===== src/rtl/vram_pkg.sv =====
// Shared VRAM arbitration types and default geometry for the line prefetch path.
package vram_pkg;
   localparam int WORDS_PER_LINE = 160;
   localparam int ADDR_W         = 16;
   localparam int DATA_W         = 16;
   localparam int IDX_W          = 8;
   localparam int ROW_W          = 9;

   typedef enum logic [1:0] {TAG_NONE, TAG_FETCH, TAG_CPU} tag_t;
   typedef enum logic [1:0] {IDLE, FETCH, DRAIN} state_t;
endpackage


===== src/rtl/vram_return_pipe.sv =====
// Tag/index delay line: says who owns the VRAM read data arriving LATENCY
// cycles after a strobe. A flush drops fetch tags but keeps CPU tags.
module vram_return_pipe
   import vram_pkg::*;
#(
   parameter int LATENCY = 1
) (
   input  logic             i_clk,
   input  logic             i_rst,
   input  tag_t             i_tag,
   input  logic [IDX_W-1:0] i_idx,
   input  logic             i_flush,
   output tag_t             o_tag,
   output logic [IDX_W-1:0] o_idx
);
   tag_t             r_tag [LATENCY];
   logic [IDX_W-1:0] r_idx [LATENCY];

   // NOTE: these stages are reset, unlike a data RAM, because a stale tag would fire a spurious lbWe or cpuAck.
   always_ff @(posedge i_clk or posedge i_rst) begin
      if (i_rst) begin
         for (int i = 0; i < LATENCY; i++) begin
            r_tag[i] <= TAG_NONE;
            r_idx[i] <= '0;
         end
      end else begin
         r_tag[0] <= (i_flush && i_tag == TAG_FETCH) ? TAG_NONE : i_tag;
         r_idx[0] <= i_idx;
         for (int i = 1; i < LATENCY; i++) begin
            r_tag[i] <= (i_flush && r_tag[i-1] == TAG_FETCH) ? TAG_NONE : r_tag[i-1];
            r_idx[i] <= r_idx[i-1];
         end
      end
   end

   assign o_tag = r_tag[LATENCY-1];
   assign o_idx = r_idx[LATENCY-1];
endmodule


===== src/rtl/line_fetch_arbiter.sv =====
// Shares one VRAM port between the next-row prefetch into a ping-pong line
// buffer and a CPU requester; swaps buffer halves at each line start.
module line_fetch_arbiter
   import vram_pkg::*;
#(
   parameter int WORDS_PER_LINE = vram_pkg::WORDS_PER_LINE,
   parameter int ADDR_W         = vram_pkg::ADDR_W,
   parameter int DATA_W         = vram_pkg::DATA_W,
   parameter int BASE_ADDR      = 0,
   parameter int MEM_LATENCY    = 1
) (
   input  logic              clkPixel,
   input  logic              reset,
   input  logic              lineStart,
   input  logic              fetchValid,
   input  logic [ROW_W-1:0]  fetchRow,
   input  logic              cpuReq,
   input  logic              cpuWe,
   input  logic [ADDR_W-1:0] cpuAddr,
   input  logic [DATA_W-1:0] cpuWData,
   output logic              cpuAck,
   output logic [DATA_W-1:0] cpuRData,
   output logic [ADDR_W-1:0] memAddr,
   output logic              memRead,
   output logic              memWrite,
   output logic [DATA_W-1:0] memWData,
   input  logic [DATA_W-1:0] memRData,
   output logic              lbWe,
   output logic [8:0]        lbAddr,
   output logic [DATA_W-1:0] lbData,
   output logic              frontBank,
   output logic              overrun
);
   localparam logic [IDX_W-1:0] LAST_IDX = IDX_W'(WORDS_PER_LINE - 1);

   state_t             r_state;
   logic [IDX_W-1:0]   r_count;
   logic [ROW_W-1:0]   r_back_row, r_front_row;
   logic               r_back_ready, r_front_row_valid, r_front_bank, r_overrun;
   logic               r_last_fetch, r_cpu_busy, r_cpu_is_read;
   logic               r_mem_read, r_mem_write;
   logic [ADDR_W-1:0]  r_mem_addr;
   logic [DATA_W-1:0]  r_mem_wdata, r_cpu_rdata;
   tag_t               r_issue_tag;
   logic [IDX_W-1:0]   r_issue_idx;

   tag_t               w_ret_tag;
   logic [IDX_W-1:0]   w_ret_idx;
   logic               w_abort, w_swap, w_start_fetch, w_front_valid_nxt;
   logic [ROW_W-1:0]   w_front_row_nxt;
   logic               w_cpu_want, w_fetch_want, w_grant_cpu, w_grant_fetch;
   logic               w_ret_fetch, w_ret_cpu;
   logic [ADDR_W-1:0]  w_fetch_addr;

   vram_return_pipe #(.LATENCY(MEM_LATENCY)) u_return_pipe (
      .i_clk   (clkPixel),
      .i_rst   (reset),
      .i_tag   (r_issue_tag),
      .i_idx   (r_issue_idx),
      .i_flush (w_abort),
      .o_tag   (w_ret_tag),
      .o_idx   (w_ret_idx)
   );

   // A line start that lands mid-fetch aborts it; its returns must never reach the buffer.
   assign w_abort           = lineStart && (r_state != IDLE);
   assign w_swap            = lineStart && !w_abort && r_back_ready;
   assign w_front_row_nxt   = w_swap ? r_back_row : r_front_row;
   assign w_front_valid_nxt = w_swap || r_front_row_valid;
   assign w_start_fetch     = lineStart && fetchValid &&
                              !(w_front_valid_nxt && fetchRow == w_front_row_nxt);

   assign w_cpu_want    = cpuReq && !r_cpu_busy;
   assign w_fetch_want  = (r_state == FETCH) && !lineStart;
   assign w_grant_cpu   = w_cpu_want && (!w_fetch_want || r_last_fetch);
   assign w_grant_fetch = w_fetch_want && !w_grant_cpu;
   assign w_fetch_addr  = ADDR_W'(BASE_ADDR) + ADDR_W'(r_back_row) * ADDR_W'(WORDS_PER_LINE)
                          + ADDR_W'(r_count);

   assign w_ret_fetch = (w_ret_tag == TAG_FETCH) && !w_abort;
   assign w_ret_cpu   = (w_ret_tag == TAG_CPU);

   // NOTE: every output is given a default first so no path through this block infers a latch.
   always_comb begin
      cpuAck   = w_ret_cpu;
      cpuRData = r_cpu_rdata;
      lbWe     = w_ret_fetch;
      lbAddr   = '0;
      lbData   = '0;
      if (w_ret_cpu && r_cpu_is_read) cpuRData = memRData;
      if (w_ret_fetch) begin
         lbAddr = {~r_front_bank, w_ret_idx};
         lbData = memRData;
      end
   end

   // NOTE: all state updates use non-blocking assignments so every register sees pre-edge values.
   always_ff @(posedge clkPixel or posedge reset) begin
      if (reset) begin
         r_state           <= IDLE;
         r_count           <= '0;
         r_back_row        <= '0;
         r_front_row       <= '0;
         r_back_ready      <= 1'b0;
         r_front_row_valid <= 1'b0;
         r_front_bank      <= 1'b0;
         r_overrun         <= 1'b0;
         r_last_fetch      <= 1'b0;
         r_cpu_busy        <= 1'b0;
         r_cpu_is_read     <= 1'b0;
         r_mem_read        <= 1'b0;
         r_mem_write       <= 1'b0;
         r_mem_addr        <= '0;
         r_mem_wdata       <= '0;
         r_cpu_rdata       <= '0;
         r_issue_tag       <= TAG_NONE;
         r_issue_idx       <= '0;
      end else begin
         r_mem_read  <= 1'b0;
         r_mem_write <= 1'b0;
         r_issue_tag <= TAG_NONE;
         if (w_grant_cpu) begin
            r_mem_addr    <= cpuAddr;
            r_mem_wdata   <= cpuWData;
            r_mem_read    <= !cpuWe;
            r_mem_write   <= cpuWe;
            r_issue_tag   <= TAG_CPU;
            r_cpu_busy    <= 1'b1;
            r_cpu_is_read <= !cpuWe;
            r_last_fetch  <= 1'b0;
         end else if (w_grant_fetch) begin
            r_mem_addr   <= w_fetch_addr;
            r_mem_read   <= 1'b1;
            r_issue_tag  <= TAG_FETCH;
            r_issue_idx  <= r_count;
            r_last_fetch <= 1'b1;
         end

         if (w_ret_cpu) begin
            r_cpu_busy <= 1'b0;
            if (r_cpu_is_read) r_cpu_rdata <= memRData;
         end

         if (lineStart) begin
            if (w_abort) begin
               r_overrun    <= 1'b1;
               r_back_ready <= 1'b0;
            end else if (r_back_ready) begin
               r_front_bank      <= ~r_front_bank;
               r_front_row       <= r_back_row;
               r_front_row_valid <= 1'b1;
               r_back_ready      <= 1'b0;
            end
            if (w_start_fetch) begin
               r_state    <= FETCH;
               r_count    <= '0;
               r_back_row <= fetchRow;
            end else begin
               r_state <= IDLE;
            end
         end else begin
            case (r_state)
               FETCH: if (w_grant_fetch) begin
                  if (r_count == LAST_IDX) r_state <= DRAIN;
                  else                     r_count <= r_count + 1'b1;
               end
               DRAIN: if (w_ret_fetch && w_ret_idx == LAST_IDX) begin
                  r_back_ready <= 1'b1;
                  r_state      <= IDLE;
               end
               default: ;
            endcase
         end
      end
   end

   assign memAddr   = r_mem_addr;
   assign memRead   = r_mem_read;
   assign memWrite  = r_mem_write;
   assign memWData  = r_mem_wdata;
   assign frontBank = r_front_bank;
   assign overrun   = r_overrun;
endmodule


===== config.mk =====
export PLATFORM = sky130hd
export DESIGN_NAME = line_fetch_arbiter
export DESIGN_NICKNAME = d
export VERILOG_FILES = /design/src/rtl/vram_pkg.sv /design/src/rtl/vram_return_pipe.sv /design/src/rtl/line_fetch_arbiter.sv
export SDC_FILE = /design/constraint.sdc
export NUM_CORES = 1
export LEC_CHECK = 0
export CAP_MARGIN = 20
export CORE_MARGIN = 2
export CORE_UTILIZATION = 38
export DETAILED_ROUTE_END_ITERATION = 8
export GPL_TIMING_DRIVEN = 0
export PLACE_DENSITY = 0.65
export REMOVE_ABC_BUFFERS = 1
export SLEW_MARGIN = 40
export SYNTH_ARGS = -nofsm -noshare
export SYNTH_HDL_FRONTEND = slang
export SYNTH_HIERARCHICAL = 1
export SYNTH_SLANG_ARGS = --single-unit

===== constraint.sdc =====
create_clock -name clkPixel -period 6.1 [get_ports clkPixel]
set_input_delay 1.22 -clock clkPixel [delete_from_list [all_inputs] [get_ports clkPixel]]
set_output_delay 1.22 -clock clkPixel [all_outputs]
set_load 0.02 [all_outputs]

== Word-level counts from Yosys, hierarchy flattened ==
Index checks and enable logic that the tools add are counted.

* Output and inout bits: 79
* Input bits: 63
* Bits in registers: 105

* Multiplexer cells: 30
* Multiply operators: 1
* Add/subtract/negate cells: 2
* Reductions and logical operators: 39
* Bitwise gates (word level): 3
* Eq/ne operators: 13

{| class="wikitable"
|+ Operator list
! kind !! count
|-
| $mux W16 || 4
|-
| $mux W8 || 5
|-
| $mux W9 || 2
|-
| $add A16 B8 Y16 || 1
|-
| $eq A8 B8 Y1 const B || 2
|-
| $logic_and A1 B1 Y1 || 14
|-
| $reduce_bool A2 Y1 || 7
|-
| $mux W1 || 12
|-
| $mux W2 || 6
|-
| $mul A9 B3 Y11 const B || 1
|-
| $reduce_and A2 Y1 || 5
|-
| $eq A9 B9 Y1 || 1
|-
| $add A8 B1 Y8 const B || 1
|-
| $reduce_and A4 Y1 || 2
|-
| $logic_not A1 Y1 || 7
|-
| $eq A2 B1 Y1 const B || 3
|-
| $ne A3 B3 Y1 const B || 2
|-
| $eq A2 B2 Y1 const B || 2
|-
| $pmux W2 S2 || 1
|-
| $ne A3 B2 Y1 const B || 1
|-
| $not A1 Y1 || 3
|-
| $reduce_and A3 Y1 || 1
|-
| $reduce_bool A3 Y1 || 1
|-
| $logic_or A1 B1 Y1 || 2
|-
| other kinds (2) || 2
|}

== Logic depth before layout (Yosys ltp) ==
* Depth after elaboration: 12
* Mapped depth: 9
* Depth with buffers taken out: 9

== Cells and area by module ==
Netlist, hierarchy kept.

{| class="wikitable"
|+ Modules (own cells, without submodules)
! module !! cells an instance !! area an instance (µm²) !! times used
|-
| line_fetch_arbiter || 461 || 4,952.2 || 1
|-
| vram_return_pipe || 14 || 269.0 || 1
|}

== Worst setup path after synthesis ==
OpenSTA, ideal clock, no wires.

* Path type: input to output
* Start point: input port lineStart
* End point: output port lbAddr[0]
* Required time: 4.880 ns
* Slack: 2.246 ns
* Arrival: 2.634 ns
* Stages on the path: 5
* Buffers on the path: 2
* Path through: clkbuf_1 -> o21a_1 -> nor3b_1 -> clkbuf_1 -> and2_1

* Word-level cells in the longest chain between the ends: 4

{| class="wikitable"
|+ Ends and longest elaborated chain
! element !! RTL line !! text
|-
| from (decl) || line_fetch_arbiter.sv:14 || <nowiki>input logic lineStart,</nowiki>
|-
| $logic_and A1 B1 Y1 || line_fetch_arbiter.sv:66 || <nowiki>assign w_abort = lineStart && (r_state != IDLE);</nowiki>
|-
| named net w_abort || line_fetch_arbiter.sv:49 || <nowiki>logic w_abort, w_swap, w_start_fetch, w_front_valid_nxt;</nowiki>
|-
| $logic_not A1 Y1 || line_fetch_arbiter.sv:80 || <nowiki>assign w_ret_fetch = (w_ret_tag == TAG_FETCH) && !w_abort;</nowiki>
|-
| $logic_and A1 B1 Y1 || line_fetch_arbiter.sv:80 ||
|-
| named net lbWe || line_fetch_arbiter.sv:28 || <nowiki>output logic lbWe,</nowiki>
|-
| $mux W9 || line_fetch_arbiter.sv:91 || <nowiki>if (w_ret_fetch) begin</nowiki>
|-
| to (decl) || line_fetch_arbiter.sv:29 || <nowiki>output logic [8:0] lbAddr,</nowiki>
|}

The timed path passes the listed nets, and every way through them passes these cells.

== Worst setup path after layout ==
* Start point: input port lineStart
* End point: output port lbData[2]

* Word-level cells in the longest chain between the ends: 4

{| class="wikitable"
|+ Ends and longest elaborated chain
! element !! RTL line !! text
|-
| $logic_and A1 B1 Y1 || line_fetch_arbiter.sv:66 ||
|-
| named net w_abort || line_fetch_arbiter.sv:49 ||
|-
| $logic_not A1 Y1 || line_fetch_arbiter.sv:80 ||
|-
| $logic_and A1 B1 Y1 || line_fetch_arbiter.sv:80 ||
|-
| $mux W16 || line_fetch_arbiter.sv:91 ||
|-
| to (decl) || line_fetch_arbiter.sv:30 || <nowiki>output logic [DATA_W-1:0] lbData,</nowiki>
|}

The timed path passes the listed nets, and every way through them passes these cells.

==> key figures <==
Status
  – Outcome: finished, final reports clean

Detailed routing
  – Via density: 4.98
  – 1st-iter DRT viols: 126
  – Via count: 3970
  – DRC: 0
  – WL per Instance: 14.9 um
  – Final wirelength: 11900 um
  – Antenna Nets Post-Route: 0
  – First drt pass iteration count: 4

Clock network
  – Hold-fix buffers, CTS: 0
  – CTS tree: built
  – Setup Fix Bufs, Post-CTS: 0
  – Latest clock arrival within the worst-skew pair: 350 ps
  – Htree depth: 3
  – CTS clk-pin slew, worst paths: 70 ps
  – Post-CTS resize count: 0
  – Clock Sinks: 105
  – CTS Buf Count: 9
  – Root buffer cell: clkbuf_16
  – Maximum buffer depth of the clock tree: 2

Synth
  – EDFF count, synth: 0
  – #FFs+latches synth: 105
  – YS warnings: 6
  – Mean post-synth cell area: 11.0 um2
  – Cells after Synth: 475
  – Top_reg_cell synth: dfrtp_1
  – Synth top area cells: dfrtp_1 (50%), mux2_2 (8.6%), ha_1 (4.3%)
  – Count leader, synth: dfrtp_1
  – Register area share after synthesis: 50.3%
  – Post-synthesis cell type count: 61
  – Post-Syn Area: 5220 um2
  – Biggest area consumer among synthesized cells: dfrtp_1
  – Commonest cells post-synth: dfrtp_1 (105), nand2_1 (50), mux2_2 (40)
  – Synth top area share: 50.3%
  – Asr flop ratio synth: 100%

Min path
  – Hold crit path type: reg -> reg

Power
  – Clock share of power: 21.6%
  – P_int: 1810 uW
  – Leak: 0.00305 uW
  – Power Density: 383 nW/um2
  – Combinational power share: 42.1%
  – VDD IR max: 0.190 mV
  – Total chip power: 2760 uW
  – Sw power: 950 uW
  – Sequential share of power: 36.4%
  – Sw frac: 34.4%

Finish
  – Final #Nets: 699
  – Final Util: 53.9%
  – Layout area overhead: 37.8%
  – Layout cells sized above 1: 13.0%
  – Multi-input logic area: 2470 um2
  – # fillers: 1201
  – Register Area: 2630 um2
  – Final instance area: 7200 um2
  – Diodes inserted: 0

Setup path
  – Crit path kind: in -> out
  – Crit path cell chain: clkdlybuf4s50_1, o21a_1, nor3b_2, buf_4, and2_1, clkdlybuf4s50_1
  – Critical path's most frequent cell: clkdlybuf4s50_1
  – Crit-path max FO: 20
  – Buf/Inv on CP: 3
  – Required @ worst endpoint: 4880 ps
  – Crit-path max cell delay: 800 ps
  – Worst Setup End Kind: output pin
  – CP max-delay cell: clkdlybuf4s50_1
  – Crit path DAT: 3610 ps
  – CP delay by family, top: buffers and inverters
  – Startpoint types: primary input

Timing
  – Measured slew at the worst slew-check pin: 775 ps
  – Min Tclk post-route: 4830 ps
  – Max Clk Rate: 0.207 GHz
  – Max-slew violations: 0
  – Final Hold Vio Count: 0
  – Max Clock Skew: 9.19 ps
  – Period utilisation layout: 79.2%
  – Setup tns final: 0 ps
  – Setup-failing EPs final: 0
  – Normalized max-slew margin: 48.3%
  – Unrepaired setup endpoints after global routing: no

Global routing
  – Total GRT Usage: 16.7%
  – Vias in the first global route: 4002
  – Initial antenna violation count: 0
  – GRT Residual Overflow: 0
  – Largest net degree at the start of global routing: 63
  – First-pass GRT wire length: 19400 um

Place
  – Placed Area: 6890 um2
  – PortBufs: 141
  – Gp weighted congestion: 0.802
  – Hpwl dp: 9000 um

Die
  – Die X: 121 um
  – Ports: 142
  – Row Count: 42
  – Core ar.: 13300 um2
  – Chip height: 121 um
  – Total die area: 14700 um2
  – Initial Util: 39.1%

Job
  – Max cap viols: 0
-- state kept, by name, summed over array words and instances (netlist names) --
| name | count |
|---|---|
| r_state | 2 |
| memWData | 16 |
| u_return_pipe/o_tag | 2 |
| r_cpu_rdata | 16 |
| frontBank | 1 |
| memWrite | 1 |
| r_count | 8 |
| r_issue_idx | 8 |
| r_front_row_valid | 1 |
| overrun | 1 |
| r_issue_tag | 2 |
| r_cpu_is_read | 1 |
| r_cpu_busy | 1 |
| r_last_fetch | 1 |
| r_back_ready | 1 |
| memAddr | 16 |
| u_return_pipe/o_idx | 8 |
| memRead | 1 |
| r_front_row | 9 |
| r_back_row | 9 |
-- metrics by stage --
stage,setup slack [ps],hold slack [ps],instances
finish,1270,380,797
detailed placement,1240,364,781
floorplan,1730,354,458
global route,1100,387,797
CTS,1220,380,797
global placement,28.2,355,775
-- metal layers --
| layer | GRT usage (%) | part of all wire, % |
|---|---|---|
| met5 | 0 | 0 |
| met4 | 6.47 | 1.8 |
| met3 | 3.20 | 4.8 |
| met2 | 28.2 | 48 |
| met1 | 21.2 | 45 |
-- final cells by class --
type / count / area share, %
Sequential cell: 105 / 36.5
Multi-Input combinational cell: 336 / 34.3
Timing Repair Buffer: 147 / 20.9
Clock buffer: 10 / 3.32
Tap cell: 176 / 3.06
Inverter: 17 / 0.991
Clock inverter: 6 / 0.921
-- worst paths after layout --
| path | endpoint | startpoint | cells past startpoint | slack [ps] |
|---|---|---|---|---|
| setup / recovery | lbData[2] | lineStart | 6 | 1270 |
| hold / removal | u_return_pipe/o_tag[1] | r_issue_tag[1] | 0 | 380 |
| setup reg to reg | memAddr[15] | r_back_row[1] | 9 | 3120 |
| hold reg to reg | u_return_pipe/o_tag[1] | r_issue_tag[1] | 0 | 380 |
| max in group asynchronous | r_front_row[8] | reset | 3 | 4280 |
| min in group asynchronous | r_cpu_rdata[12] | reset | 2 | 1250 |
-- layout by cell type (no fill, tap or decap), types with 4 or more instances in the layout --
cell type / n
a21o_1: 4
a21oi_1: 15
and2_1: 24
clkbuf_16: 9
clkdlybuf4s50_1: 141
dfrtp_1: 105
ha_1: 18
inv_1: 15
mux2_1: 6
mux2_2: 40
mux2i_1: 10
nand2_1: 50
nand2b_1: 9
nand3_1: 9
nand4_1: 4
nor2_1: 25
nor2b_1: 7
nor3_1: 9
o21ai_0: 27
xnor2_1: 14
xor2_1: 6
-- power by group through the flow --
stage          clock (uW)  sequential [uW]  combinational, uW
2_1_floorplan           0             1120                545
3_3_place_gp            0             1010               1140
3_5_place_dp            0             1020               1170
4_1_cts               607             1010               1170
5_1_grt               638             1030               1250
6_report              595             1000               1160
-- cells by family (layout without fill, tap and decap cells) --
kind of cell    Yosys count  in the layout  share of synthesized area, %
flops                   105            105                          50.3
compound gates           78             78                          9.85
mux                      58             58                          12.4
buf+inv                  34            180                          2.76
xor+xnor                 20             20                          3.35
simple gates            160            160                          16.2
fa+ha+maj                20             20                          5.08
Note: power is estimated with default switching activity, not from simulation.
